### src/rtl/matrix_result_serializer_if.sv
// Element stream between the matrix result serializer (master) and the print path (slave).
// Carries one matrix element per valid/ready transfer together with its position and row/matrix end flags.
interface matrix_result_serializer_if #(
    parameter int ELEM_W = 8
);
    logic              elem_valid;
    logic              elem_ready;
    logic [ELEM_W-1:0] elem_data;
    logic [2:0]        elem_row;
    logic [2:0]        elem_col;
    logic              row_end;
    logic              elem_last;

    modport master (
        output elem_valid,
        output elem_data,
        output elem_row,
        output elem_col,
        output row_end,
        output elem_last,
        input  elem_ready
    );

    modport slave (
        input  elem_valid,
        input  elem_data,
        input  elem_row,
        input  elem_col,
        input  row_end,
        input  elem_last,
        output elem_ready
    );
endinterface

### src/rtl/matrix_result_serializer.sv
// Captures one matrix of a packed pair plus its dims and streams it row-major over valid/ready.
// Optional macro MATRIX_SERIALIZER_SEL_EN adds mat_sel to choose which slot is streamed.
module matrix_result_serializer #(
    parameter int ELEM_W  = 8,
    parameter int MAX_DIM = 5,
    parameter int MAT_W   = MAX_DIM * MAX_DIM * ELEM_W
) (
    input  logic                       clk,
    input  logic                       reset,
    input  logic                       start,
    input  logic                       src_valid,
    input  logic [2:0]                 m_in,
    input  logic [2:0]                 n_in,
    input  logic [2*MAT_W-1:0]         matrices_in,
`ifdef MATRIX_SERIALIZER_SEL_EN
    input  logic                       mat_sel,
`endif
    input  logic                       abort,
    matrix_result_serializer_if.master stream,
    output logic                       busy,
    output logic                       err
);

    localparam int CELLS = MAX_DIM * MAX_DIM;
    localparam int IDX_W = $clog2(CELLS);

    localparam logic [1:0] IDLE = 2'd0;
    localparam logic [1:0] SEND = 2'd1;
    localparam logic [1:0] DONE = 2'd2;

    logic [1:0]        state;
    logic [MAT_W-1:0]  mat_reg;
    logic [2:0]        m_reg;
    logic [2:0]        n_reg;
    logic [2:0]        row;
    logic [2:0]        col;
    logic              err_q;

    logic              sending;
    logic              dims_ok;
    logic              at_row_end;
    logic              at_last;
    logic [MAT_W-1:0]  slot_sel;
    logic [IDX_W-1:0]  elem_idx;
    logic [ELEM_W-1:0] cells [CELLS];

`ifdef MATRIX_SERIALIZER_SEL_EN
    assign slot_sel = mat_sel ? matrices_in[MAT_W +: MAT_W] : matrices_in[0 +: MAT_W];
`else
    // Slot 1 is never streamed in this build; the reduction keeps it visibly consumed.
    logic unused_upper_slot;
    assign unused_upper_slot = ^matrices_in[2*MAT_W-1:MAT_W];
    assign slot_sel          = matrices_in[0 +: MAT_W];
`endif

    assign dims_ok = (m_in != 3'd0) && (n_in != 3'd0)
                  && (int'(m_in) <= MAX_DIM) && (int'(n_in) <= MAX_DIM);

    always_ff @(posedge clk or negedge reset) begin
        if (!reset) begin
            state   <= IDLE;
            mat_reg <= '0;
            m_reg   <= '0;
            n_reg   <= '0;
            row     <= '0;
            col     <= '0;
            err_q   <= 1'b0;
        end else if (abort) begin
            state <= IDLE;
            row   <= '0;
            col   <= '0;
            err_q <= 1'b0;
        end else begin
            err_q <= 1'b0;
            case (state)
                IDLE: begin
                    if (start && src_valid) begin
                        if (dims_ok) begin
                            mat_reg <= slot_sel;
                            m_reg   <= m_in;
                            n_reg   <= n_in;
                            row     <= '0;
                            col     <= '0;
                            state   <= SEND;
                        end else begin
                            err_q <= 1'b1;
                        end
                    end
                end
                SEND: begin
                    if (stream.elem_ready) begin
                        if (at_last) begin
                            state <= DONE;
                        end else if (at_row_end) begin
                            col <= '0;
                            row <= row + 3'd1;
                        end else begin
                            col <= col + 3'd1;
                        end
                    end
                end
                DONE: state <= IDLE;
                default: state <= IDLE;
            endcase
        end
    end

    // Flat view of the captured matrix so the current element is a simple array read.
    for (genvar i = 0; i < CELLS; i++) begin : g_cells
        assign cells[i] = mat_reg[i*ELEM_W +: ELEM_W];
    end

    assign elem_idx   = IDX_W'(row) * IDX_W'(MAX_DIM) + IDX_W'(col);
    assign sending    = (state == SEND);
    assign at_row_end = (col == n_reg - 3'd1);
    assign at_last    = at_row_end && (row == m_reg - 3'd1);

    assign stream.elem_valid = sending;
    assign stream.elem_data  = sending ? cells[elem_idx] : '0;
    assign stream.elem_row   = sending ? row : '0;
    assign stream.elem_col   = sending ? col : '0;
    assign stream.row_end    = sending && at_row_end;
    assign stream.elem_last  = sending && at_last;
    assign busy              = (state != IDLE);
    assign err               = err_q;

endmodule

### src/flat_wrapper.sv
// flat-port wrapper written by rule: the top's interface ports become plain ports
module matrix_result_serializer_flat 
#(
    parameter int ELEM_W  = 8,
    parameter int MAX_DIM = 5,
    parameter int MAT_W   = MAX_DIM * MAX_DIM * ELEM_W
)
  (clk, reset, start, src_valid, m_in, n_in, matrices_in, abort, busy, err, stream_elem_valid, stream_elem_data, stream_elem_row, stream_elem_col, stream_row_end, stream_elem_last, stream_elem_ready);
  matrix_result_serializer_if #(.ELEM_W(ELEM_W)) stream_i ();
  input  logic clk;
  input  logic reset;
  input  logic start;
  input  logic src_valid;
  input  logic [2:0] m_in;
  input  logic [2:0] n_in;
  input  logic [2*MAT_W-1:0] matrices_in;
  input  logic abort;
  output logic busy;
  output logic err;
  output wire logic [$bits(stream_i.elem_valid)-1:0] stream_elem_valid;
  output wire logic [$bits(stream_i.elem_data)-1:0] stream_elem_data;
  output wire logic [$bits(stream_i.elem_row)-1:0] stream_elem_row;
  output wire logic [$bits(stream_i.elem_col)-1:0] stream_elem_col;
  output wire logic [$bits(stream_i.row_end)-1:0] stream_row_end;
  output wire logic [$bits(stream_i.elem_last)-1:0] stream_elem_last;
  input wire logic [$bits(stream_i.elem_ready)-1:0] stream_elem_ready;
  assign stream_elem_valid = stream_i.elem_valid;
  assign stream_elem_data = stream_i.elem_data;
  assign stream_elem_row = stream_i.elem_row;
  assign stream_elem_col = stream_i.elem_col;
  assign stream_row_end = stream_i.row_end;
  assign stream_elem_last = stream_i.elem_last;
  assign stream_i.elem_ready = stream_elem_ready;
  matrix_result_serializer #(.ELEM_W(ELEM_W), .MAX_DIM(MAX_DIM), .MAT_W(MAT_W)) u_core (.clk(clk), .reset(reset), .start(start), .src_valid(src_valid), .m_in(m_in), .n_in(n_in), .matrices_in(matrices_in), .abort(abort), .stream(stream_i), .busy(busy), .err(err));
endmodule
### config.mk
export PLATFORM = sky130hd
export DESIGN_NAME = matrix_result_serializer_flat
export DESIGN_NICKNAME = d
export VERILOG_FILES = /design/src/rtl/matrix_result_serializer_if.sv /design/src/rtl/matrix_result_serializer.sv /design/src/flat_wrapper.sv
export SDC_FILE = /design/constraint.sdc
export NUM_CORES = 1
export LEC_CHECK = 0
export ABC_CLOCK_PERIOD_IN_PS = 4500
export CAP_MARGIN = 15
export CORE_AREA = 2 2 167 169
export DETAILED_ROUTE_END_ITERATION = 8
export DIE_AREA = 0 0 169 171
export GPL_ROUTABILITY_DRIVEN = 0
export PLACE_DENSITY = 0.72
export SYNTH_ARGS = -nofsm -noshare
export SYNTH_HDL_FRONTEND = slang
export SYNTH_SLANG_ARGS = --single-unit
### constraint.sdc
create_clock -name clk -period 4.5 [get_ports clk]
set_clock_uncertainty 0.1 [all_clocks]
set_input_delay 0.9 -clock clk [delete_from_list [all_inputs] [get_ports clk]]
set_output_delay 0.9 -clock clk [all_outputs]
set_load 0.005 [all_outputs]
# Word level (Yosys, flattened, before mapping)
# Cells that the tools add are included.
[word_totals]
in_bits = 412
register_bits = 215
elab_cells = 71
[classes]
bitwise_logic = 2
n_mux = 28
n_eq_ne = 9
order_cmp = 3
reduce_logical = 16
mul = 1
addsub = 5
[ops]
columns = ["operator", "count"]
rows = [
  ["$bmux 8 s5", 1],
  ["$mux 3", 12],
  ["$mux 8", 3],
  ["$ne 3x3->1 const B", 4],
  ["$pmux 3 s2", 2],
  ["$mux 2", 5],
  ["$reduce_bool 3->1", 3],
  ["$reduce_and 4->1", 2],
  ["$logic_and 1x1->1", 7],
  ["$add 3x1->3 const B", 2],
  ["$eq 3x3->1", 2],
  ["$ge 6x6->1 const B", 1],
  ["$le 3x3->1 const B", 2],
  ["$ne 3x2->1 const B", 2],
  ["$not 5->6", 1],
  ["$reduce_and 6->1", 1],
  ["$sub 3x1->3 const B", 2],
  ["$add 5x3->5", 1],
  ["$mul 3x3->5 const B", 1],
  ["$reduce_and 5->1", 1],
  ["$mux 1", 4],
  ["$pmux 2 s2", 1],
  ["$eq 2x1->1 const B", 1],
  ["$logic_not 2->1", 1],
  ["2 further kinds", 2],
]

# Longest topological paths before layout
# Gate-level depths: netlist of the first run.
[logic_depth]
word_depth = 8
mapped_depth = 10

# Worst setup path before layout of the first run
# OpenSTA, ideal clock, no wires.
[synth_timing]
kind = "register to output"
startpoint = "register u_core.row[0]"
endpoint = "output port stream_elem_data[6]"
stages_incl_launch_ff = 11
arrival_time_ns = 2.635
path_buffers = 2
path_slack_ns = 0.865
path_cell_list = "dfrtp_1 > ha_1 > ha_1 > fa_1 > clkbuf_1 > and2_1 > clkbuf_1 > a22o_1 > a21oi_1 > a221oi_1 > nor4_1"
[synth_between]
elab_chain_cells = 7
[synth_lines]
columns = ["element", "line", "rtl"]
rows = [
  ["start: declaration", "matrix_result_serializer.sv:35", "logic [2:0] row;"],
  ["start signal: assignment", "matrix_result_serializer.sv:96", "row <= row + 3'd1;"],
  ["$mul 3x3->5", "matrix_result_serializer.sv:113", "assign elem_idx = IDX_W'(row) * IDX_W'(MAX_DIM) + IDX_W'(col);"],
  ["$add 5x3->5", "matrix_result_serializer.sv:113", ""],
  ["$not 5->6 (implied by the code)", "matrix_result_serializer.sv:119", "assign stream.elem_data = sending ? cells[elem_idx] : '0;"],
  ["$bmux 8 s5", "matrix_result_serializer.sv:119", ""],
  ["$mux 8 (implied by the code) (2 in series)", "matrix_result_serializer.sv:119", ""],
  ["$mux 8", "matrix_result_serializer.sv:119", ""],
  ["end: declaration", "flat_wrapper.sv:21", "output wire logic [$bits(stream_i.elem_data)-1:0] stream_elem_data;"],
]
# No other way between the ends. The select of a mux whose other input is x is not followed.

# Final worst setup path of the first run
[layout_timing]
startpoint = "register u_core.row[2]"
endpoint = "output port stream_elem_data[1]"
# The elaborated chain is that of the path after synthesis.

==> flow_metrics.env, run 1 <==
export IMPL_outcome="finished clean"
export IMPL_grt_start_max_net_pins=123
export IMPL_synthArstFlopShare_pct=100
export IMPL_required_ns=3.50
export IMPL_syn_to_final_growth_pct=35.8
export IMPL_final_hold_viol_count=0
export IMPL_drv_slew=0
export IMPL_synth_area_per_cell_um2=14.9
export IMPL_first_pass_iters=5
export IMPL_maxCapViolations=0
export IMPL_seq_area_frac_synth_pct=52.6
export IMPL_rows=61
export IMPL_cts_root_buf="clkbuf_16"
export IMPL_vdd_drop_max_uv=349
export IMPL_cellLeakagePower_nw=5.82
export IMPL_period_needed_ns=4.47
export IMPL_yosys_area_share_simple_pct=3.84
export IMPL_instances_no_fill=1288
export IMPL_h_tree_depth=1
export IMPL_grt_ovfl_total=0
export IMPL_yosys_register_bits=215
export IMPL_postSynthCellCount=685
export IMPL_synth_edf_count=0
export IMPL_critPathTopFamily="adder cells"
export IMPL_period_share_pct=99.3
export IMPL_port_buffer_count=230
export IMPL_cts_clk_slew_worst_paths_ns=0.06
export IMPL_cts_hold_fix_buffers=0
export IMPL_cts_buffers=24
export IMPL_wl_met1_um=12200
export IMPL_grt_pass1_vias=7015
export IMPL_finalCoreUtilization_pct=50.8
export IMPL_p_per_area_mw_per_mm2=417
export IMPL_grt_usage_pct=18.1
export IMPL_synthXorXnorAreaFrac_pct=1.14
export IMPL_min_path_type="primary input to asynchronous set/reset pin"
export IMPL_grt_pass1_wl_um=40300
export IMPL_max_stage_delay_ns=0.67
export IMPL_placed_cells=1240
export IMPL_cpMaxStageDelayCell="fa_2"
export IMPL_core_region_area_mm2=0.0273
export IMPL_clk_path_buf_depth=3
export IMPL_drt_wl_total_um=26200
export IMPL_cts_sinks=215
export IMPL_wl_met2_um=11100
export IMPL_dieArea_mm2=0.0289
export IMPL_setup_viol=0
export IMPL_slew_headroom_pct=41.0
export IMPL_netlist_cell_type_count=47
export IMPL_end_kind="output port"
export IMPL_fmax_mhz=224
export IMPL_die_width_um=169
export IMPL_synth_top_flop_cell="dfrtp_1"
export IMPL_crit_buf_inv=2
export IMPL_synth_top_family_by_area="multiplexers"
export IMPL_synth_mux_area_share_pct=34.2
export IMPL_n_antenna_cell=0
export IMPL_antenna_found_initial=1
export IMPL_startpoint_type="register"
export IMPL_top_layer_used="met5"
export IMPL_post_route_cells_drive_above_1_share_pct=21.8
export IMPL_via_count=6563
export IMPL_die_h_um=171
export IMPL_insertion_delay_ns=0.52
export IMPL_synthAdderAreaFrac_pct=1.66
export IMPL_ys_warn_count=0
export IMPL_ios=431
export IMPL_drc_errors=0
export IMPL_start_util_pct=37.4
export IMPL_p_total_mw=5.79
export IMPL_nNetsFinal=1352
export IMPL_post_drt_wl_per_cell_um=20.3
export IMPL_synth_nets=1110
export IMPL_critical_path_class="register to output port"
export IMPL_drtIter0Drc=378
export IMPL_dp_hpwl_um=19300
export IMPL_worstMarginPinSlew_ns=0.884
export IMPL_critPathMaxFanout=8
export IMPL_synth_compound_area_share_pct=3.90
export IMPL_tritoncts="yes"
export IMPL_avgViaCountPerCell=5.10
export IMPL_place_ws_ns=0.131
export IMPL_hold_worst_slack_ns=0.327
export IMPL_dr_wl_met3_um=2290
export IMPL_crit_chain="ha_1 > ha_4 > fa_2 > nor2b_1 > buf_4 > a22o_1 > a21oi_1 > a221oi_1 > nor4_1 > dlygate4sd2_1"
export IMPL_largest_register_ffs=200
export IMPL_worstPathArrival_ns=3.47
export IMPL_ant_nets=0
export IMPL_setup_ws_ns=0.0296
export IMPL_synth_area_mm2=0.0102
layout by cell type, fill, tap and decap left out, drive strengths merged, types with 2 or more instances in the layout:
master	count
mux2	208
nand2b	2
nand2	6
xor2	4
nor3	6
a221oi	8
dfrtp	215
and3	8
clkinv	7
dlygate4sd2	2
nor2	10
a21o	2
a2111oi	8
a221o	2
mux4	32
inv	7
xnor2	4
o31ai	2
nand3	2
clkbuf	36
mux2i	40
ha	12
nor4	8
a22o	10
and2	6
nor2b	12
a21oi	17
buf	33
clkdlybuf4s50	221
nor3b	2
final timing paths:
path	startpoint	to	slack [ns]	cells past startpoint
max in group asynchronous	reset	u_core.mat_reg[62]	3.05	2
min in group clk	u_core.mat_reg[8]	u_core.mat_reg[8]	0.38	1
min	reset	u_core.mat_reg[138]	0.33	1
min reg2reg	u_core.mat_reg[8]	u_core.mat_reg[8]	0.38	1
max reg2reg	u_core.state[1]	u_core.col[0]	2.13	5
max	u_core.row[2]	stream_elem_data[1]	0.03	10
timing repair:
item / 4_1_cts / 5_1_grt
setup buffers: 2 / 5
cloned: 0 / 0
resized for setup: 18 / 32
endpoints found under the hold margin: 0 / 0
endpoints found under the setup margin: 8 / 8
pin swaps: 1 / 6
kinds of logic (layout without fill, tap and decap cells):
kind of cell,Yosys count,count (layout)
fa+ha+maj,13,13
flops,215,215
simple gates,65,65
mux,280,280
compound gates,52,52
xor+xnor,10,10
buf+inv,50,307
Yosys cell counts (all sizes together) (2+ instances only):
| cell | number | area, µm² |
|---|---|---|
| nand2b | 2 | 15.0 |
| a221o | 2 | 20.0 |
| mux2i | 40 | 400 |
| o31ai | 2 | 28.8 |
| inv | 7 | 26.3 |
| nor2 | 10 | 42.5 |
| a21o | 2 | 15.0 |
| nor4 | 8 | 50.1 |
| nor2b | 12 | 75.1 |
| nor3b | 2 | 15.0 |
| and3 | 8 | 50.1 |
| a22o | 10 | 87.6 |
| buf | 39 | 231 |
| dfrtp | 215 | 5380 |
| xor2 | 4 | 35.0 |
| a21oi | 17 | 85.1 |
| mux2 | 208 | 2340 |
| ha | 12 | 150 |
| clkbuf | 4 | 15.0 |
| xnor2 | 4 | 35.0 |
| nand2 | 6 | 22.5 |
| nand3 | 2 | 15.0 |
| and2 | 6 | 37.5 |
| nor3 | 6 | 45.0 |
| a221oi | 8 | 70.1 |
| mux4 | 32 | 751 |
| a2111oi | 8 | 70.1 |
per-stage QoR:
stage | TNS, ns | cell area [µm²]
2_1_floorplan | 0 | 10200
3_3_place_gp | 0 | 13000
6_report | 0 | 13900
5_1_grt | -0.0505 | 13900
4_1_cts | -0.0372 | 13800
3_5_place_dp | 0 | 13000
cell type report:
type	count	area, µm²
fillers	2314	13400
flip-flops and latches	215	5380
multi-input cells	420	4730
repair buffers	259	2580
clock buffers	33	684
well taps	346	433
clock inverters	8	53.8
inverters	7	26.3
layer usage:
metal  vias to the layer above  global-route usage [%]
li1                       3041                       -
met1                      3261                    26.1
met2                       217                    26.3
met3                        42                    5.64
met4                         2                    5.39
met5                         -                       0
power breakdown:
group	internal, mW	total [mW]	switching (mW)
Sequential	2.47	2.75	0.272
Combinational	0.747	1.20	0.456
Clock	1.06	1.84	0.784
Total	4.28	5.79	1.51
(Power assumes the default switching activity.)
==> inputs of run 2 (changes only) <==
CAP_MARGIN = 40   (was 15)
==> results of run 2 <==
The final DEF is identical to that of run 1; final timing and power are the same.
